## src/rtl/ff_piso_tx.sv

```systemverilog
// Parallel-in serial-out transmitter with valid/last framing and an optional idle gap between frames.
// First bit appears 1 cycle after acceptance; din_ready only in IDLE, or on the last bit when GAP=0.
module ff_piso_tx #(
  parameter int WIDTH     = 4,
  parameter int MSB_FIRST = 1,
  parameter int GAP       = 1
) (
  input  logic             clk,
  input  logic             rst,
  input  logic [WIDTH-1:0] din,
  input  logic             din_valid,
  output logic             din_ready,
  output logic             D,
  output logic             D_valid,
  output logic             D_last,
  output logic             busy
);

  localparam int            CW       = $clog2(WIDTH);
  localparam logic [CW-1:0] LAST_IDX = CW'(WIDTH - 1);
  localparam logic [3:0]    GAP_END  = (GAP == 0) ? 4'd0 : 4'(GAP - 1);

  typedef enum logic [1:0] {ST_IDLE, ST_SHIFT, ST_GAP} state_t;

  state_t           r_state;
  state_t           w_state_nxt;
  logic [WIDTH-1:0] r_shift;
  logic [CW-1:0]    r_cnt;
  logic [3:0]       r_gap_cnt;
  logic             w_last;
  logic             w_accept;
  logic             w_bit;
  logic [WIDTH-1:0] w_shift_nxt;

  assign w_last    = (r_state == ST_SHIFT) && (r_cnt == LAST_IDX);
  assign din_ready = rst && ((r_state == ST_IDLE) || ((GAP == 0) && w_last));
  assign w_accept  = din_valid && din_ready;

  assign w_bit       = (MSB_FIRST != 0) ? r_shift[WIDTH-1] : r_shift[0];
  assign w_shift_nxt = (MSB_FIRST != 0) ? {r_shift[WIDTH-2:0], 1'b0}
                                        : {1'b0, r_shift[WIDTH-1:1]};

  always_ff @(posedge clk or negedge rst) begin
    if (!rst) begin
      r_state <= ST_IDLE;
    end else begin
      r_state <= w_state_nxt;
    end
  end

  always_comb begin
    w_state_nxt = r_state;
    D           = 1'b0;
    D_valid     = 1'b0;
    D_last      = 1'b0;
    busy        = 1'b0;
    case (r_state)
      ST_IDLE: begin
        if (w_accept) w_state_nxt = ST_SHIFT;
      end
      ST_SHIFT: begin
        D       = w_bit;
        D_valid = 1'b1;
        D_last  = w_last;
        busy    = 1'b1;
        // Back-to-back frames only possible without a gap: stay in SHIFT on a same-edge accept.
        if (w_last) begin
          if (w_accept)      w_state_nxt = ST_SHIFT;
          else if (GAP == 0) w_state_nxt = ST_IDLE;
          else               w_state_nxt = ST_GAP;
        end
      end
      ST_GAP: begin
        busy = 1'b1;
        if (r_gap_cnt == GAP_END) w_state_nxt = ST_IDLE;
      end
      default: w_state_nxt = ST_IDLE;
    endcase
  end

  always_ff @(posedge clk or negedge rst) begin
    if (!rst) begin
      r_shift   <= '0;
      r_cnt     <= '0;
      r_gap_cnt <= '0;
    end else if (w_accept) begin
      r_shift <= din;
      r_cnt   <= '0;
    end else if (r_state == ST_SHIFT) begin
      r_shift   <= w_shift_nxt;
      r_cnt     <= w_last ? '0 : r_cnt + 1'b1;
      r_gap_cnt <= '0;
    end else if (r_state == ST_GAP) begin
      r_gap_cnt <= r_gap_cnt + 4'd1;
    end
  end

endmodule

```

## config.mk

```make
export PLATFORM = sky130hd
export DESIGN_NAME = ff_piso_tx
export DESIGN_NICKNAME = d
export VERILOG_FILES = /design/src/rtl/ff_piso_tx.sv
export SDC_FILE = /design/constraint.sdc
export NUM_CORES = 1
export LEC_CHECK = 0
export CORE_AREA = 2 2 41 43
export DETAILED_ROUTE_END_ITERATION = 8
export DIE_AREA = 0 0 43 45
export GPL_TIMING_DRIVEN = 0
export PLACE_DENSITY_LB_ADDON = 0.08
export SYNTH_ARGS = -nofsm -noshare
export SYNTH_HDL_FRONTEND = slang
export SYNTH_SLANG_ARGS = --single-unit
```

## constraint.sdc

```tcl
create_clock -name clk -period 1.8 [get_ports clk]
set_input_delay 0.36 -clock clk [delete_from_list [all_inputs] [get_ports clk]]
set_output_delay 0.36 -clock clk [all_outputs]
set_load 0.005 [all_outputs]
```

==> impl_results.md <==
* CP endpoint: din_ready
* Worst r2r src: r_state[0]$_DFFE_PN0P_
* Root Buffer: clkbuf_4
* Crit path arrival time at between 1 and 1.5 ns
* Clock Sinks at 12
* Largest net degree at the start of global routing at 17
* RSZ-0062 raised after global routing: no
* Synth cell count leaders: dfrtp_1, inv_1, ha_1, nand2_1, o21ai_0
* Worst Setup End Kind: primary output
* Max-Cap Viols at 0
* Die Span Y at ~45 um
* Clock Latency Late Sink at around 0.27 ns
* GP Congestion at between 0.7 and 0.8
* Crit path largest cell delay at 0.38 ns
* Top_reg_cell synth: dfrtp_1
* GRT Total Usage at 18.1%
* Slew @ Worst Pin at a little under 0.4 ns
* Antenna Cells at 0
* Area Overhead vs Synth at 39.1%
* Top cells by area, synth: dfrtp_1, ha_1, mux2i_1
* Core Region at ~1500 sq um
* Worst Hold Slack at 0.0829 ns
* Mapped Area at just under 700 sq um
* Die ar. at approximately 1900 sq um
* Dpl hpwl at 949 um
* Design area at ~950 sq um
* Most common cell in the netlist: dfrtp_1
* Synthesized flop and latch total at 12
* Final Max Tran Viols at 0
* Status: completed
* Register area share after synthesis at a little over two fifths
* Initial Utilization at 46.6%
* Antenna violations before repair at 0
* Reg2reg setup slack at approximately 0.060 ns
* CTS Buffer Depth at 2
* Tmin final at roughly 1.7 ns
* Hold Path Class: input pin to asynchronous set/reset pin
* Drt pass-1 iters at 4
* Yosys cell types at 22
* Worst R2R End: r_state[1]$_DFFE_PN0P_
* H-tree depth at 1
* Fmax at 572 MHz
* Port Buffer Count at 11
* CTS tree: yes
* Grt total ovfl at 0
* Crit-path cells: inv_2 -> buf_4 -> ha_4 -> and2_1 -> dlygate4sd2_1
* Worst setup path class: flip-flop to primary output
* R2R depth at 8
* Number of CTS-inserted buffers at 3
* Chip width at ~43 um
* Fin nets at 110
* Vias in the first global route at 601
* I/O Pins at 12
* CP Depth at 5
* Routed vias at ~600
* Max_slew headroom at 73.7%
* Clock Skews at between 0.003 and 0.004 ns
* EDFF count, synth at 0
* Yosys top cell area share at a little over two fifths
* Syn Area/Cell at just under 10 sq um
* PD cells at between 1500 and 2000 nW/um^2
* Critical Path Source: r_state[1]$_DFFE_PN0P_
* WL final at about 1500 um
* Setup TNS at 0 ns
* Crit share post-route at between 90 and 100%
* Peak VDD IR at slightly below 0.0008 V
* Via/cell ratio at 5.38
* Critical path buffers and inverters at 3
* WL per Instance at ~14 um
* Antenna Nets Post-Route at 0
* Area leader, netlist: dfrtp_1
* CP max FO at 5
* CP delay by family, top: buffers and inverters
* DP Area at just over 800 sq um
* Static Leak at roughly 0.00044 uW
* Syn. warnings at 0
* Worst path required time at around 1.4 ns
* Worst-path clk slew at 0.08 ns
* Row Count at 14
* CP startpoint kind: flip-flop
* First-pass GRT wire length at approximately 2500 um
* Layout cells sized above 1 at about a quarter
* DR DRC count at 0
* Hold Vio Cnt, Final at 0
* CP max-delay cell: dfrtp_1
* Asr flop ratio synth at between 90% and 100%
* Setup violators final at 0
* Synth Instances at 71
* Initial DRC Count at 3
* Mapped Nets at 84
-- how the worst min path moves through the flow --
stage,to,slack (ns),depth (start not counted)
2_1_floorplan,r_cnt[0]$_DFFE_PN0P_,0.06,0
3_3_place_gp,r_gap_cnt[3]$_DFFE_PN0P_,0.49,1
3_5_place_dp,r_gap_cnt[3]$_DFFE_PN0P_,0.49,1
4_1_cts,r_state[1]$_DFFE_PN0P_,0.09,1
5_1_grt,r_state[0]$_DFFE_PN0P_,0.11,1
6_report,r_shift[1]$_DFFE_PN0P_,0.08,1
-- flip-flops by register name, indices dropped and copies added, names as in the netlist --
name,flops
r_cnt,2
r_shift,4
r_state,2
r_gap_cnt,4
-- layout make-up --
type / instances / area [sq um]
inverters: 7 / 26.3
multi-input cells: 50 / 389
plain buffers: 2 / 17.5
well taps: 16 / 20.0
repair buffers: 21 / 178
clock buffers: 3 / 22.5
fillers: 133 / 518
flip-flops and latches: 12 / 300
-- metal layers --
metal  global-route usage [%]  wire (um)  up-vias
met5                        0          0        -
met4                     12.7         26        0
met3                     3.60         55        4
met2                     28.2        717       16
met1                     22.8        700      277
li1                         -          -      300
-- placed cells by master, fill, tap and decap left out, types with 2 or more instances in the layout --
master | synthesis | routed
nor2_1 | 5 | 5
ha_4 | 0 | 3
buf_4 | 0 | 10
clkdlybuf4s50_1 | 0 | 5
inv_2 | 0 | 3
dfrtp_1 | 12 | 12
and2_1 | 2 | 2
o21ai_0 | 6 | 6
nand3_1 | 5 | 5
nand2_1 | 6 | 6
o32a_1 | 2 | 2
clkbuf_4 | 0 | 3
dlygate4sd2_1 | 0 | 3
ha_1 | 6 | 3
mux2i_1 | 5 | 5
o31ai_1 | 2 | 2
inv_1 | 7 | 4
a211oi_1 | 2 | 2
-- through the flow --
step                      cells  setup slack [ns]  utilization, %  power, uW
after floorplan              71             0.192               -        954
after global placement       98            -0.560            55.4       1170
after detailed placement     98            -0.564            55.4       1180
after CTS                   111            0.0177            64.1       1560
after global routing        111          0.000643            64.8       1720
final                       111            0.0528            64.8       1590
-- cells by family after synthesis --
group | count (synthesis) | synth area share, %
buffers and inverters | 9 | 4.93
AND/OR/NAND/NOR | 23 | 17.2
AO/OA/AOI/OAI | 16 | 15.9
multiplexers | 5 | 7.30
adder cells (fa/ha/maj) | 6 | 10.9
flip-flops | 12 | 43.8
-- timing repair --
| action | in CTS | in global routing |
|---|---|---|
| buffers inserted | 10 | 0 |
| endpoints found under the setup margin | 14 | 5 |
| gates resized for setup | 18 | 5 |
| pin swaps | 2 | 1 |
| hold buffers | 0 | 0 |
-- where the power goes --
group / total (uW) / internal [uW] / switching, uW
Clock: 170 / 77.4 / 93.0
Sequential: 484 / 387 / 97.2
Combinational: 937 / 507 / 429
Total: 1590 / 972 / 620
Power figures use the tool's default switching activity.
==> RTL edit: new RTL, same flow settings <==
The parameter `WIDTH` goes from 4 to 2.
--- a/src/rtl/ff_piso_tx.sv
+++ b/src/rtl/ff_piso_tx.sv
@@ -2,5 +2,5 @@
 // First bit appears 1 cycle after acceptance; din_ready only in IDLE, or on the last bit when GAP=0.
 module ff_piso_tx #(
-  parameter int WIDTH     = 4,
+  parameter int WIDTH     = 2,
   parameter int MSB_FIRST = 1,
   parameter int GAP       = 1
Interface: changed (resized din); port bits go from 12 to 10. No check against the original RTL was run, so the function may have changed too.
==> RTL edit against the original RTL <==
- sequential cell count decreased by 3
- largest power group unchanged
- clock power decreased by 6%
- non-clock buffer count decreased by 6
- core utilization decreased by 14 points
- worst setup slack improved by 26 ps
- largest cell class unchanged
- routed wire length decreased by 19%
- via count decreased by 19%
- synthesized area decreased by 20%
- sequential share of layout area decreased by 1.3 points
- cell area decreased by 22%
- total power decreased by 27%
==> RTL edit: results (changes against the original RTL) <==
first-pass GRT wire length 1930 um (-24%); Regs by FF count r_gap_cnt: 4 flops, r_shift: 2 flops, r_state: 2 flops; Cell variety after synth 24 (+9.1%); synth top area cells dfrtp_1, ha_1, inv_1; initial antenna violation count 0 (unchanged); post-synth net total 67 (-20%); 1st-iter DRT viols 2 (-1); critical path's slowest cell dfrtp_1; Synth top cells by count dfrtp_1, inv_1, ha_1; n_diodes 0 (unchanged); share of synthesized registers carrying an async set or reset 1.00 (unchanged); CTS Buf Count 3 (unchanged); largest net degree at the start of global routing 14 (-3); CP top delay family buffers and inverters; CTS root buf clkbuf_4; Rel. slew slack 0.797 (+0.0599); sequential-to-total area share from yosys stat 0.409 (-0.0289); fin cells 92 (-17%); peak supply drop 738 uV (-5.4%); DP Cell Count 82 (-16%); CP max stage delay 380 ps (about the same); number of global-route vias before repair 450 (-25%); status finished clean; layout cell share with drive strength beyond 1 0.263 (+0.0105); Leak 0.348 nW (-22%); multiplexer share of the synthesized area 0.0182 (-0.0548); clock slew seen by the registers of the worst setup and hold paths 60 ps (-20 ps); Synth Area in Compound Gates 0.202 (+0.0435); H-tree depth 1 (unchanged); Syn Area/Cell 9.66 sq um (about the same); Clock Path Buffers 2 (unchanged); GR Util All Layers 0.137 (-0.0439); CTS Hold Bufs 0 (unchanged); drt via density 5.26 (-2.2%); worst hold path class in -> async; XOR/XNOR share of the synthesized area 0.0159 (+0.0159); hpwl dp 799 um (-16%); Pre-antenna DRT Iters 4 (unchanged); Placement Cell Area 661 sq um (-19%); Pwr Density 1550 mW/mm^2 (-6.9%); Crit Path Max Fanout 5 (unchanged); number of buffers added on ports 9 (-2); Post-Synth Adder-Cell Area 0.114 (+0.00415); Yosys Warn Count 0 (unchanged); Net count, final 87 (-21%); DP Worst Slack -457 ps (+108 ps); Worst Skew 3.95 ps (+0.0628 ps); GP Congestion 0.753 (+7.4%); DR WL/cell 13.2 um (-2.6%); filler instances 147 (+11%); clk_lat worst skew 260 ps
## RTL edit: timing repair
action / CTS / global route
endpoints found under the setup margin: 4 / 2
setup buffers: 4 / 2
resized for setup: 18 / 4
pin swaps: 1 / 0
## RTL edit: layout make-up
| cell class | count | share of cell area |
|---|---|---|
| Sequential cell | 9 | 0.302 |
| Clock buffer | 4 | 0.0352 |
| Multi-Input combinational cell | 39 | 0.410 |
| Inverter | 7 | 0.0385 |
| Tap cell | 16 | 0.0268 |
| Buffer | 2 | 0.0235 |
| Timing Repair Buffer | 15 | 0.164 |
## RTL edit: cell families after synthesis
group / count (synthesis)
simple gates: 17
flops: 9
fa+ha+maj: 5
xor+xnor: 1
compound gates: 15
buf+inv: 9
mux: 1
## RTL edit: path summary, 6_finish.rpt
kind                                   start           end  slack [ps]  cells past startpoint
worst min-delay path                     rst    r_shift[0]          70                      1
min in group clk                r_gap_cnt[3]  r_gap_cnt[3]         500                      1
worst max-delay path              r_state[1]     din_ready          80                      5
worst min register to register  r_gap_cnt[3]  r_gap_cnt[3]         500                      1
worst max register to register  r_gap_cnt[0]    r_state[0]         130                      5
max in group asynchronous                rst    r_state[0]        1500                      1
## RTL edit: per-layer routing
metal  share of wire  track usage
met4           0.015       0.0727
met2            0.45        0.218
met5               0            0
met1            0.49        0.177
met3           0.040       0.0280
## RTL edit: worst register-to-register path: cells and delay by family (launching register included)
family | cells | cell delay [ps]
flip-flops | 1 | 430
AND/OR/NAND/NOR | 2 | 570
buffers and inverters | 1 | 80
AO/OA/AOI/OAI | 1 | 340
adder cells (fa/ha/maj) | 1 | 130
## RTL edit: where the power goes
| part | switching [mW] | internal [mW] |
|---|---|---|
| registers | 0.0723 | 0.290 |
| logic | 0.288 | 0.351 |
| clock network | 0.0741 | 0.0856 |
| total | 0.435 | 0.727 |
